<file path="src/rtl/microc_pkg.sv">
// Shared definitions for the microcontroller fetch path: PC operation codes
// and the width helper for return-stack pointers.
package microc_pkg;

  typedef enum logic [1:0] {
    PC_INC  = 2'b00,
    PC_JMP  = 2'b01,
    PC_CALL = 2'b10,
    PC_RET  = 2'b11
  } pc_op_t;

  // A stack of `depth` entries needs to count 0..depth inclusive.
  function automatic int sp_width(input int depth);
    return $clog2(depth + 1);
  endfunction

endpackage

</file>
<file path="src/rtl/ret_stack.sv">
// Hardware return-address stack: LIFO register array with an occupancy
// pointer. Pushes when full and pops when empty are ignored.
module ret_stack
  import microc_pkg::*;
#(
  parameter int AW    = 10,
  parameter int DEPTH = 4
) (
  input  logic                         clk,
  input  logic                         reset,
  input  logic                         push,
  input  logic                         pop,
  input  logic [AW-1:0]                din,
  output logic [AW-1:0]                top,
  output logic [sp_width(DEPTH)-1:0]   sp,
  output logic                         empty,
  output logic                         full
);

  localparam int SPW = sp_width(DEPTH);
  localparam int IW  = (DEPTH > 1) ? $clog2(DEPTH) : 1;

  logic [AW-1:0]  mem [DEPTH];
  logic [SPW-1:0] sp_q;
  logic           do_push;
  logic           do_pop;
  logic [IW-1:0]  wr_idx;
  logic [IW-1:0]  top_idx;

  assign empty   = (sp_q == '0);
  assign full    = (sp_q == SPW'(DEPTH));
  assign do_push = push && !full;
  assign do_pop  = pop && !empty;
  assign wr_idx  = IW'(sp_q);
  assign top_idx = IW'(sp_q - SPW'(1));
  assign top     = empty ? '0 : mem[top_idx];
  assign sp      = sp_q;

  // NOTE: sequential state uses non-blocking assignments so every register
  // samples pre-edge values regardless of statement order.
  always_ff @(posedge clk) begin
    if (reset) begin
      sp_q <= '0;
    end else if (do_push) begin
      sp_q <= sp_q + SPW'(1);
    end else if (do_pop) begin
      sp_q <= sp_q - SPW'(1);
    end
  end

  // NOTE: the entry array is deliberately not reset; sp = 0 already marks
  // every entry invalid, and leaving it out keeps it a plain register file.
  always_ff @(posedge clk) begin
    if (!reset && do_push) begin
      mem[wr_idx] <= din;
    end
  end

endmodule

</file>
<file path="src/rtl/pc_seq.sv">
// Program-counter sequencer: PC register, next-PC selection (INC/JMP/CALL/RET),
// sticky stack-error flags and stall gating around the return-address stack.
module pc_seq
  import microc_pkg::*;
#(
  parameter int            AW       = 10,
  parameter int            DEPTH    = 4,
  parameter logic [AW-1:0] RESET_PC = '0
) (
  input  logic                         clk,
  input  logic                         reset,
  input  logic                         stall,
  input  logic [1:0]                   pc_op,
  input  logic [AW-1:0]                jump_addr,
  output logic [AW-1:0]                pc,
  output logic [sp_width(DEPTH)-1:0]   sp,
  output logic                         stk_empty,
  output logic                         stk_full,
  output logic                         ovf,
  output logic                         unf
);

  pc_op_t        op;
  logic [AW-1:0] pc_q;
  logic [AW-1:0] pc_inc;
  logic [AW-1:0] pc_next;
  logic [AW-1:0] stk_top;
  logic          push;
  logic          pop;
  logic          ovf_set;
  logic          unf_set;

  assign op     = pc_op_t'(pc_op);
  assign pc_inc = pc_q + AW'(1);
  assign pc     = pc_q;

  ret_stack #(
    .AW    (AW),
    .DEPTH (DEPTH)
  ) u_ret_stack (
    .clk   (clk),
    .reset (reset),
    .push  (push),
    .pop   (pop),
    .din   (pc_inc),
    .top   (stk_top),
    .sp    (sp),
    .empty (stk_empty),
    .full  (stk_full)
  );

  // NOTE: every output of this block gets a default first, so no path
  // through the case can leave a signal unassigned and infer a latch.
  always_comb begin
    pc_next = pc_inc;
    push    = 1'b0;
    pop     = 1'b0;
    ovf_set = 1'b0;
    unf_set = 1'b0;
    if (!stall) begin
      case (op)
        PC_INC: pc_next = pc_inc;
        PC_JMP: pc_next = jump_addr;
        PC_CALL: begin
          pc_next = jump_addr;
          push    = 1'b1;
          ovf_set = stk_full;
        end
        PC_RET: begin
          if (stk_empty) begin
            unf_set = 1'b1;
          end else begin
            pop     = 1'b1;
            pc_next = stk_top;
          end
        end
        default: pc_next = pc_inc;
      endcase
    end
  end

  always_ff @(posedge clk) begin
    if (reset) begin
      pc_q <= RESET_PC;
      ovf  <= 1'b0;
      unf  <= 1'b0;
    end else if (!stall) begin
      pc_q <= pc_next;
      ovf  <= ovf | ovf_set;
      unf  <= unf | unf_set;
    end
  end

endmodule

</file>
<file path="config.mk">
export PLATFORM = sky130hd
export DESIGN_NAME = pc_seq
export DESIGN_NICKNAME = d
export VERILOG_FILES = /design/src/rtl/microc_pkg.sv /design/src/rtl/ret_stack.sv /design/src/rtl/pc_seq.sv
export SDC_FILE = /design/constraint.sdc
export NUM_CORES = 1
export LEC_CHECK = 0
export BUFFER_PORTS_ARGS = -buffer_cell sky130_fd_sc_hd__buf_2
export CAP_MARGIN = 0
export CELL_PAD_IN_SITES_DETAIL_PLACEMENT = 1
export CELL_PAD_IN_SITES_GLOBAL_PLACEMENT = 1
export CORE_MARGIN = 2
export CORE_UTILIZATION = 39
export DETAILED_ROUTE_END_ITERATION = 6
export PLACE_DENSITY = 0.71
export SETUP_SLACK_MARGIN = 0.1
export SLEW_MARGIN = 5
export SYNTH_ARGS = -nofsm -noshare
export SYNTH_HDL_FRONTEND = slang
export SYNTH_SLANG_ARGS = --single-unit
</file>
<file path="constraint.sdc">
create_clock -name clk -period 3.7 [get_ports clk]
set_input_delay 0.74 -clock clk [delete_from_list [all_inputs] [get_ports clk]]
set_output_delay 0.74 -clock clk [all_outputs]
set_load 0.02 [all_outputs]
</file>
# Word level (Yosys, flattened, before mapping)
# Memory sizes are Yosys's and may differ from the RTL's.
# Index checks and enable logic that the tools add are counted.
# totals
regBits	15
ram_bits	40
in_bits	15
out_inout_bits	17
elab_cells	40
mem_count	1
# mem_list
name	depth	width	read_ports	rd_clocked_by_memory_dff	wr	line_no	rtl
u_ret_stack.mem	4	10	1	0	1	ret_stack.sv:23	logic [AW-1:0] mem [DEPTH];
# classes
n_addsub	3
n_eq_ne	4
mux	16
n_bitwise	2
n_reduce_logical	10
# ops
operator	count
10-bit one-hot mux with 3 select lines	1
1-bit 2-to-1 mux	12
10-bit by 1-bit adder with 10-bit output, second input constant	1
10-bit 2-to-1 mux	1
3-bit 2-to-1 mux	2
2-bit == test, second input constant	2
3-bit by 1-bit adder with 3-bit output, second input constant	1
3-bit == test, second input constant	1
1-bit logical AND	3
1-bit logical NOT	3
3-bit logical NOT	1
3-bit by 1-bit subtractor with 3-bit output, second input constant	1
2-bit by 1-bit == test with 1-bit output, second input constant	1
2-bit logical NOT	1
1-bit bitwise OR	2
2-bit nonzero test	1
2-bit OR reduction	1

# Depth between registers and ports, before layout
# Gate-level depths: netlist (run 1).
# depth
depth_word	7
ltp_mapped	10
ltp_nobuf	7

# Hierarchy
# A second synthesis (run 1) with hierarchy kept.
# unflattened
hier_cells	196
hier_area_um2	2641.3
# by_module_without_submodules
mod	instances	cells_per_inst	area_each_um2	seq_area_each_um2
ret_stack	1	96	1790.5	1261.2
pc_seq	1	100	850.8	240.2

# Worst setup path after synthesis (run 1)
# OpenSTA, ideal clock, no wires.
# synth_timing
kind	reg-to-reg
startpoint	register u_ret_stack.sp_q[0] (netlist: u_ret_stack.sp[0])
endpoint	register pc_q[2] (netlist: pc[2])
setup_ns	0.132
t_arrival_ns	2.454
required_ns	3.568
setup_slack_ns	1.114
stages_incl_launch_ff	11
path_buffers	3
synth_period_minus_slack_ns	2.586
path_cell_list	dfxtp_1 > buf_2 > inv_1 > ha_1 > nand2b_1 > clkbuf_1 > inv_1 > a21o_1 > clkbuf_1 > a222oi_1 > o32ai_1
# synth_via
word_cells_on_any_way	5
cone_classes	add/sub: 1; mux: 2; reduce/logical: 1; memory: 1
# synth_rtl
item	line_no	rtl
start, declared	ret_stack.sv:24	logic [SPW-1:0] sp_q;
start signal, assigned	ret_stack.sv:45	sp_q <= sp_q + SPW'(1);
start signal, assigned	ret_stack.sv:47	sp_q <= sp_q - SPW'(1);
3-bit logical NOT	ret_stack.sv:30	assign empty = (sp_q == '0);
via stk_empty	pc_seq.sv:17	output logic stk_empty,
10-bit 2-to-1 mux	pc_seq.sv:70	if (stk_empty) begin
10-bit one-hot mux with 3 select lines	pc_seq.sv:61	case (op)
end signal, assigned	pc_seq.sv:88	pc_q <= pc_next;
end, declared	pc_seq.sv:24	logic [AW-1:0] pc_q;
# The timed path passes the listed nets, and every way through them passes these cells.
# A chain may end at the register's enable or synchronous reset.

# Worst setup path after layout (run 1)
# layout_timing
startpoint	register u_ret_stack.sp_q[0] (netlist: u_ret_stack.sp[0])
endpoint	output stk_empty
# layout_via
elab_chain_cells	1
# layout_lines
item	line_no
3-bit logical NOT	ret_stack.sv:30
end, declared	pc_seq.sv:17
# Every way passes these cells.

==> results of run 1 <==
-- Yosys cell counts (4+ instances only) --
cell | number | area [sq um]
dfxtp_1 | 15 | 300
mux4_2 | 10 | 225
nor2b_1 | 4 | 25.0
a221oi_1 | 10 | 87.6
nand2_1 | 10 | 37.5
inv_1 | 14 | 52.6
xnor2_1 | 8 | 70.1
nor2_1 | 7 | 26.3
ha_1 | 9 | 113
a21oi_1 | 7 | 35.0
clkbuf_1 | 9 | 33.8
nand3_1 | 9 | 45.0
edfxtp_1 | 40 | 1200
and2_1 | 5 | 31.3
-- sequential cells by signal, indices dropped and copies added, names as in the netlist --
name,cells
u_ret_stack.mem,40
pc,10
u_ret_stack.sp,3
ovf,1
unf,1
-- tightest hold or removal path, cell delays in order, from the launching register on --
cell and delay (ps):
dfxtp_1 340, a21oi_1 40, nor2_1 70
-- worst paths after layout --
check                        to                           start  slack, ps
max                   stk_empty  u_ret_stack.sp[0]$_SDFFE_PP0P_       1030
min            unf$_SDFFE_PP0N_                unf$_SDFFE_PP0N_        480
max reg2reg  pc[2]$_SDFFE_PP0N_  u_ret_stack.sp[0]$_SDFFE_PP0P_       1180
min reg2reg    unf$_SDFFE_PP0N_                unf$_SDFFE_PP0N_        480
-- layer usage --
layer / vias to the layer above / wire, um / track usage [%]
met1: 865 / 3150 / 28.4
met4: 0 / 67 / 6.49
met2: 37 / 3090 / 29.2
met5: - / 0 / 0
met3: 4 / 258 / 3.60
li1: 780 / - / -
-- area by class of cell --
class | instances | area, sq um
Clock buffer | 5 | 68.8
Clock inverter | 3 | 26.3
Fill cell | 650 | 3470
Inverter | 14 | 52.6
Multi-Input combinational cell | 111 | 961
Sequential cell | 55 | 1500
Tap cell | 77 | 96.3
Timing Repair Buffer | 33 | 170
-- logic make-up (layout without fill, tap and decap cells) --
group	count (synthesis)	in the layout	synth area share (%)
AOI/OAI and AO/OA	34	34	10.6
xor gates and xnor gates	9	9	3.09
adders and majority gates	9	9	4.41
buffers and inverters	24	55	3.58
DFF	55	55	58.8
muxes	10	10	8.82
and+or+nand+nor	49	49	10.7
-- where the power goes --
| group | total (mW) | switching [mW] | internal (mW) |
|---|---|---|---|
| logic | 0.175 | 0.109 | 0.0662 |
| registers | 0.695 | 0.0157 | 0.679 |
| clock network | 0.358 | 0.217 | 0.141 |
| total | 1.23 | 0.341 | 0.887 |
==> PnR_summary.wiki, run 1 <==
{| class="wikitable"
! Metric !! Value
|-
| Run status || completed
|-
| Mapped Cells || between 150 and 200
|-
| Remaining number of nets flagged by the antenna check after routing || 0
|-
| Maximum clock frequency || 374 MHz
|-
| Num rows || 29
|-
| Fin crit period || 2670 ps
|-
| Number of nets in the final layout || 244
|-
| Via count || 1686
|-
| Most used DFF post-synth || edfxtp_1
|-
| CP Max Fanout || 14
|-
| Height of the die || 84.9 um
|-
| Non-filler cells in the finished layout || 298
|-
| Relative slew margins || 63.4%
|-
| Final HPWL from detailed placement || 4850 um
|-
| # hold bufs at CTS || 0
|-
| Global Route Usage Sum || a little under 20%
|-
| Proportion of layout cells with a drive suffix above 1 || 25.8%
|-
| Family with the most delay on the worst path || buffers and inverters
|-
| Vias per cell || 5.66
|-
| CTS H-Tree Depth || 2
|-
| Least-Margin Pin Slew || between 500 and 600 ps
|-
| Period utilization || 72.3%
|-
| Type of element capturing the critical path || output pin
|-
| Average wire per cell in the routed design || 22.0 um
|-
| Post-CTS setup-driven buffer insertion count || 0
|-
| Global route total overflow || 0
|-
| Smallest setup slack after layout || 1030 ps
|-
| Post-Syn Area || 0.00255 sq mm
|-
| Cell occurring most often along the worst timing path || inv_1
|-
| Arr. time, crit path || 1930 ps
|-
| Chip width || 84.9 um
|-
| Maximum number of pins on one net before global-route repair || 25
|-
| Total power divided by cell area || 427 mW/mm^2
|-
| Slowest Stage Delay on Critical Path || 320 ps
|-
| Proportion of register bits with asynchronous set or reset after synthesis || 0%
|-
| Total DRC errors in the routed layout || 0
|-
| Nature of the critical path startpoint || flop
|-
| Static Leak || 1.03 nW
|-
| Relative area change from synthesis to final layout || 12.6%
|-
| Via count of the first global-routing pass || 1829
|-
| RSZ-0062 raised after global routing || false
|-
| Data required, critical path || 2960 ps
|-
| Effective utilization at floorplan || between 40 and 50%
|-
| Clock Skews || 7.44 ps
|-
| Combined buffer and inverter count along the critical path || 4
|-
| Maxcap violations || 0
|-
| Clock edge transition at the registers on the reported setup and hold paths || about 100 ps
|-
| Number of optimization iterations in the first detailed-route pass || 4
|-
| Depth of the worst hold-timing path || 2
|-
| Num CTS Buffers || 5
|-
| Average instance area after synthesis || 13.4 sq um
|-
| Summed area of non-filler cells in the final layout || between 0.002 and 0.003 sq mm
|-
| Post_cts resized || 0
|-
| Most frequent cells in the layout || edfxtp_1 (40), buf_2 (31), dfxtp_1 (15)
|-
| Maximum buffer depth of the clock tree || 2
|-
| Aggregate negative setup slack || 0 ps
|-
| Unique masters post-synth || 39
|-
| Core occupancy in the finished layout || a little under half
|-
| HP Class || reg2reg
|-
| Number of cells after detailed placement || 290
|-
| Worst VDD drop || 235 uV
|-
| Number of storage elements in the synthesis netlist || between 50 and 60
|-
| Critical-path cell with the highest stage delay || dfxtp_1
|-
| Total placed instance area || 0.00278 sq mm
|-
| Count of inserted antenna diode cells || 0
|-
| Count of input and output buffers || 31
|-
| Worst Reg-to-Reg Cells || 8
|-
| Final total power || around 1.2 mW
|-
| Count of endpoints failing setup in the final report || 0
|-
| Number of synthesized flops with an enable pin || 40
|-
| Initial drt markers || 101
|-
| Hold Vio Cnt, Final || 0
|-
| Setup WS pre-CTS || 1040 ps
|-
| Core ar. || 0.00635 sq mm
|-
| Clock root buffer master || clkbuf_8
|-
| Overall routed net length || 6560 um
|-
| Worst slack on hold paths || 477 ps
|-
| TritonCTS clock tree || built
|-
| First-pass GRT wire length || 10500 um
|-
| Die outline area || slightly above 0.007 sq mm
|-
| Placer Congestion || 0.792
|-
| WS Path Type || reg2out
|-
| Most common library cell in the layout ignoring fill and taps || edfxtp_1
|-
| Syn. warnings || 0
|-
| Post-synth net total || between 200 and 250
|-
| Sinks on Clock Net || 55
|-
| Number of antenna violations at the first check in global routing || 0
|-
| Clock latency on the worst-skew pair || just over 300 ps
|-
| IO Count || 32
|-
| Portion of the post-synthesis area used by sequential elements || approximately three fifths
|-
| Cell breakdown of the critical path || buf_4, inv_1, ha_1, nand2b_1, inv_1, buf_2
|-
| Crit. path cell count || 6
|-
| Pins Over Slew Limit || 0
|}
No activity file was read; power rests on OpenSTA's default activity.
==> run 2: changes to the inputs <==
- ABC_AREA: unset -> 1
- PLACE_DENSITY: 0.71 -> 0.76
- clock period: 3.7 -> 2.8 ns (I/O delays scaled with it)
==> PnR_summary.wiki, run 2 <==
{| class="wikitable"
! Metric !! Value
|-
| Summed area of non-filler cells in the final layout || 0.00307 sq mm (was 0.00288 sq mm)
|-
| Critical-path cell with the highest stage delay || dfxtp_1 (unchanged)
|-
| Number of flip-flops under the largest register name || 40 (unchanged)
|-
| Count of inserted antenna diode cells || 0 (unchanged)
|-
| Total DRC errors in the routed layout || 0 (unchanged)
|-
| Number of synthesized flops with an enable pin || 40 (unchanged)
|-
| IO Count || 32 (unchanged)
|-
| Post-synthesis simple-gate area fraction || 24.9% (was 10.7%)
|-
| Routed met2 length || 3600 um (was 3090 um)
|-
| Leading post-synthesis cells by cell area || edfxtp_1 (44%), nand2_1 (12%), dfxtp_1 (11%), nand3_1 (6.4%), inv_1 (4.7%) (was edfxtp_1 (47%), dfxtp_1 (12%), mux4_2 (8.8%), ha_1 (4.4%), a221oi_1 (3.4%))
|-
| Count of endpoints failing setup in the final report || 0 (unchanged)
|-
| Most common library cell in the layout ignoring fill and taps || nand2_1 (was edfxtp_1)
|-
| Static Leak || 1.36 nW (was 1.03 nW)
|-
| WS Path Type || reg2out (unchanged)
|-
| Highest signal layer in the routed design || met4 (unchanged)
|-
| Top cells by count, synth || nand2_1 (89), edfxtp_1 (40), nand3_1 (35) (was edfxtp_1 (40), dfxtp_1 (15), inv_1 (14))
|-
| Clock root buffer master || clkbuf_8 (unchanged)
|-
| Sinks on Clock Net || 55 (unchanged)
|-
| Average instance area after synthesis || 8.72 sq um (was 13.4 sq um)
|-
| Least-Margin Pin Slew || 587 ps (was 545 ps)
|-
| Proportion of layout cells with a drive suffix above 1 || 14.8% (was 25.8%)
|-
| Core ar. || 0.00679 sq mm (was 0.00635 sq mm)
|-
| Height of the die || 87.8 um (was 84.9 um)
|-
| Average wire per cell in the routed design || 17.0 um (was 22.0 um)
|-
| Data required, critical path || 2240 ps (was 2960 ps)
|-
| Synth Area in Adders || 4.11% (was 4.41%)
|-
| Via count of the first global-routing pass || 2339 (was 1829)
|-
| TritonCTS clock tree || built (unchanged)
|-
| Effective utilization at floorplan || 40.3% (was 40.2%)
|-
| Share of the synthesized area in the top cell type || 43.9% (was 47.0%)
|-
| Final total power || 1.62 mW (was 1.23 mW)
|-
| HP Class || reg2reg (unchanged)
|-
| Clock edge transition at the registers on the reported setup and hold paths || 90 ps (was 100 ps)
|-
| CTS H-Tree Depth || 2 (unchanged)
|-
| Combinational family with the most area after synthesis || simple AND/OR/NAND/NOR gates (unchanged)
|-
| Hold Vio Cnt, Final || 0 (unchanged)
|-
| Global Route Usage Sum || 20.8% (was 19.4%)
|-
| Most frequent cells in the layout || nand2_1 (89), edfxtp_1 (40), nand3_1 (35) (was edfxtp_1 (40), buf_2 (31), dfxtp_1 (15))
|-
| First-pass GRT wire length || 12000 um (was 10500 um)
|-
| Mapped Cells || 314 (was 190)
|-
| Die outline area || 0.00771 sq mm (was 0.00721 sq mm)
|-
| Maximum number of pins on one net before global-route repair || 27 (was 25)
|-
| Post-synth net total || 338 (was 214)
|-
| Period utilization || 78.3%
|-
| Num rows || 30 (was 29)
|-
| XOR/XNOR share of the synthesized area || 0.960% (was 3.09%)
|-
| Final HPWL from detailed placement || 5380 um (was 4850 um)
|-
| Placer Congestion || 0.791 (was 0.792)
|-
| Top register by number of flip-flops || u_ret_stack.mem (unchanged)
|-
| Num CTS Buffers || 5 (unchanged)
|-
| RSZ-0062 raised after global routing || false (unchanged)
|-
| Via count || 2252 (was 1686)
|-
| Remaining number of nets flagged by the antenna check after routing || 0 (unchanged)
|-
| Pins Over Slew Limit || 0 (unchanged)
|-
| Slowest Stage Delay on Critical Path || 330 ps (was 320 ps)
|-
| Chip width || 87.8 um (was 84.9 um)
|-
| Fraction of the mapped netlist area in compound gates || 7.04% (was 10.6%)
|-
| Relative slew margins || 60.7% (was 63.4%)
|-
| Overall routed net length || 7590 um (was 6560 um)
|-
| Number of cells after detailed placement || 439 (was 290)
|-
| Maximum clock frequency || 456 MHz
|-
| Total placed instance area || 0.00299 sq mm (was 0.00278 sq mm)
|-
| Maximum buffer depth of the clock tree || 2 (unchanged)
|-
| Syn. warnings || 0 (unchanged)
|-
| Fin crit period || 2190 ps
|-
| Unique masters post-synth || 25 (was 39)
|-
| Portion of the post-synthesis area used by sequential elements || 54.8% (was 58.8%)
|-
| Most instantiated library cell after synthesis || nand2_1 (was edfxtp_1)
|-
| Clock Skews || 3.71 ps (was 7.44 ps)
|-
| CP Max Fanout || 22 (was 14)
|-
| Share of synthesized area spent on multiplexers || 0% (was 8.82%)
|-
| Worst VDD drop || 199 uV (was 235 uV)
|-
| Aggregate negative setup slack || 0 ps (unchanged)
|-
| Count of input and output buffers || 31 (unchanged)
|-
| Total power divided by cell area || 529 mW/mm^2 (was 427 mW/mm^2)
|-
| Nature of the critical path startpoint || flop (unchanged)
|-
| Wire length on met1 || 3610 um (was 3150 um)
|-
| Most used DFF post-synth || edfxtp_1 (unchanged)
|-
| Cell breakdown of the critical path || inv_2, ha_1, inv_1, nor2_2, buf_2 (was buf_4, inv_1, ha_1, nand2b_1, inv_1, buf_2)
|-
| Number of antenna violations at the first check in global routing || 0 (unchanged)
|-
| Clock latency on the worst-skew pair || 310 ps (about the same)
|-
| Core occupancy in the finished layout || 45.2% (was 45.3%)
|-
| Number of nets in the final layout || 374 (was 244)
|-
| Post_cts resized || 0 (unchanged)
|-
| Initial drt markers || 110 (was 101)
|-
| Maxcap violations || 0 (unchanged)
|-
| Arr. time, crit path || 1630 ps (was 1930 ps)
|-
| # hold bufs at CTS || 0 (unchanged)
|-
| Vias per cell || 5.04 (was 5.66)
|-
| Relative area change from synthesis to final layout || 12.2% (was 12.6%)
|-
| Leading area contributor after synthesis || edfxtp_1 (unchanged)
|-
| Proportion of register bits with asynchronous set or reset after synthesis || 0% (unchanged)
|-
| Run status || completed (unchanged)
|-
| Number of optimization iterations in the first detailed-route pass || 4 (unchanged)
|-
| Met3 Wirelength || 241 um (was 258 um)
|-
| Type of element capturing the critical path || output pin (unchanged)
|-
| Non-filler cells in the finished layout || 447 (was 298)
|-
| Number of storage elements in the synthesis netlist || 55 (unchanged)
|-
| Global route total overflow || 0 (unchanged)
|-
| Post-CTS setup-driven buffer insertion count || 0 (unchanged)
|-
| Post-Syn Area || 0.00274 sq mm (was 0.00255 sq mm)
|}
[run 2: cell count changes after synthesis, moves of 4 or more]
cell / previous run / this run
nand2_1: 10 / 89
nand3_1: 9 / 35
nor2_1: 7 / 32
inv_1: 14 / 34
o21ai_0: 0 / 15
a221oi_1: 10 / 0
mux4_2: 10 / 0
clkbuf_1: 9 / 0
xnor2_1: 8 / 0
a21oi_1: 7 / 13
buf_6: 0 / 5
nor2b_1: 4 / 0
[run 2: kinds of logic (layout without fill, tap and decap cells)]
| kind of cell | after synthesis | in the layout |
|---|---|---|
| adder cells (fa/ha/maj) | 9 | 9 |
| flip-flops | 55 | 55 |
| AND/OR/NAND/NOR | 164 | 164 |
| AO/OA/AOI/OAI | 36 | 36 |
| buffers and inverters | 47 | 84 |
| XOR/XNOR | 3 | 3 |
[run 2: area by class of cell]
class                           count  area, sq um
Clock buffer                        8         80.1
Timing Repair Buffer               38          208
Fill cell                         847         3720
Tap cell                           96          120
Inverter                           38          148
Multi-Input combinational cell    212         1010
Sequential cell                    55         1500
[run 2: power by group]
| group | switching (mW) | internal [mW] |
|---|---|---|
| logic | 0.188 | 0.0820 |
| clock network | 0.256 | 0.179 |
| registers | 0.0212 | 0.898 |
[run 2: stage by stage]
stage / hold slack, ps / setup slack [ps]
2_1_floorplan: 580 / 659
3_3_place_gp: 448 / 810
3_5_place_dp: 458 / 740
4_1_cts: 482 / 589
5_1_grt: 496 / 525
6_report: 482 / 609
[run 2: layer usage]
metal / up-vias / GRT usage (%)
li1: 1093 / -
met1: 1099 / 28.2
met2: 51 / 34.2
met3: 9 / 2.83
met4: 0 / 7.27
met5: - / 0
[run 2: worst max-delay path, delay by kind of cell (launching register included)]
family | cells | cell delay (ps)
buf+inv | 3 | 560
flops | 1 | 330
fa+ha+maj | 1 | 300
simple gates | 1 | 130
[run 2: final timing paths]
kind | start | to | slack [ps] | cells past startpoint
setup reg to reg | u_ret_stack.sp[0]$_SDFFE_PP0P_ | pc[9]$_SDFFE_PP0N_ | 730 | 11
hold / removal | ovf$_SDFFE_PP0N_ | ovf$_SDFFE_PP0N_ | 480 | 2
hold reg to reg | ovf$_SDFFE_PP0N_ | ovf$_SDFFE_PP0N_ | 480 | 2
setup / recovery | u_ret_stack.sp[0]$_SDFFE_PP0P_ | stk_empty | 610 | 5
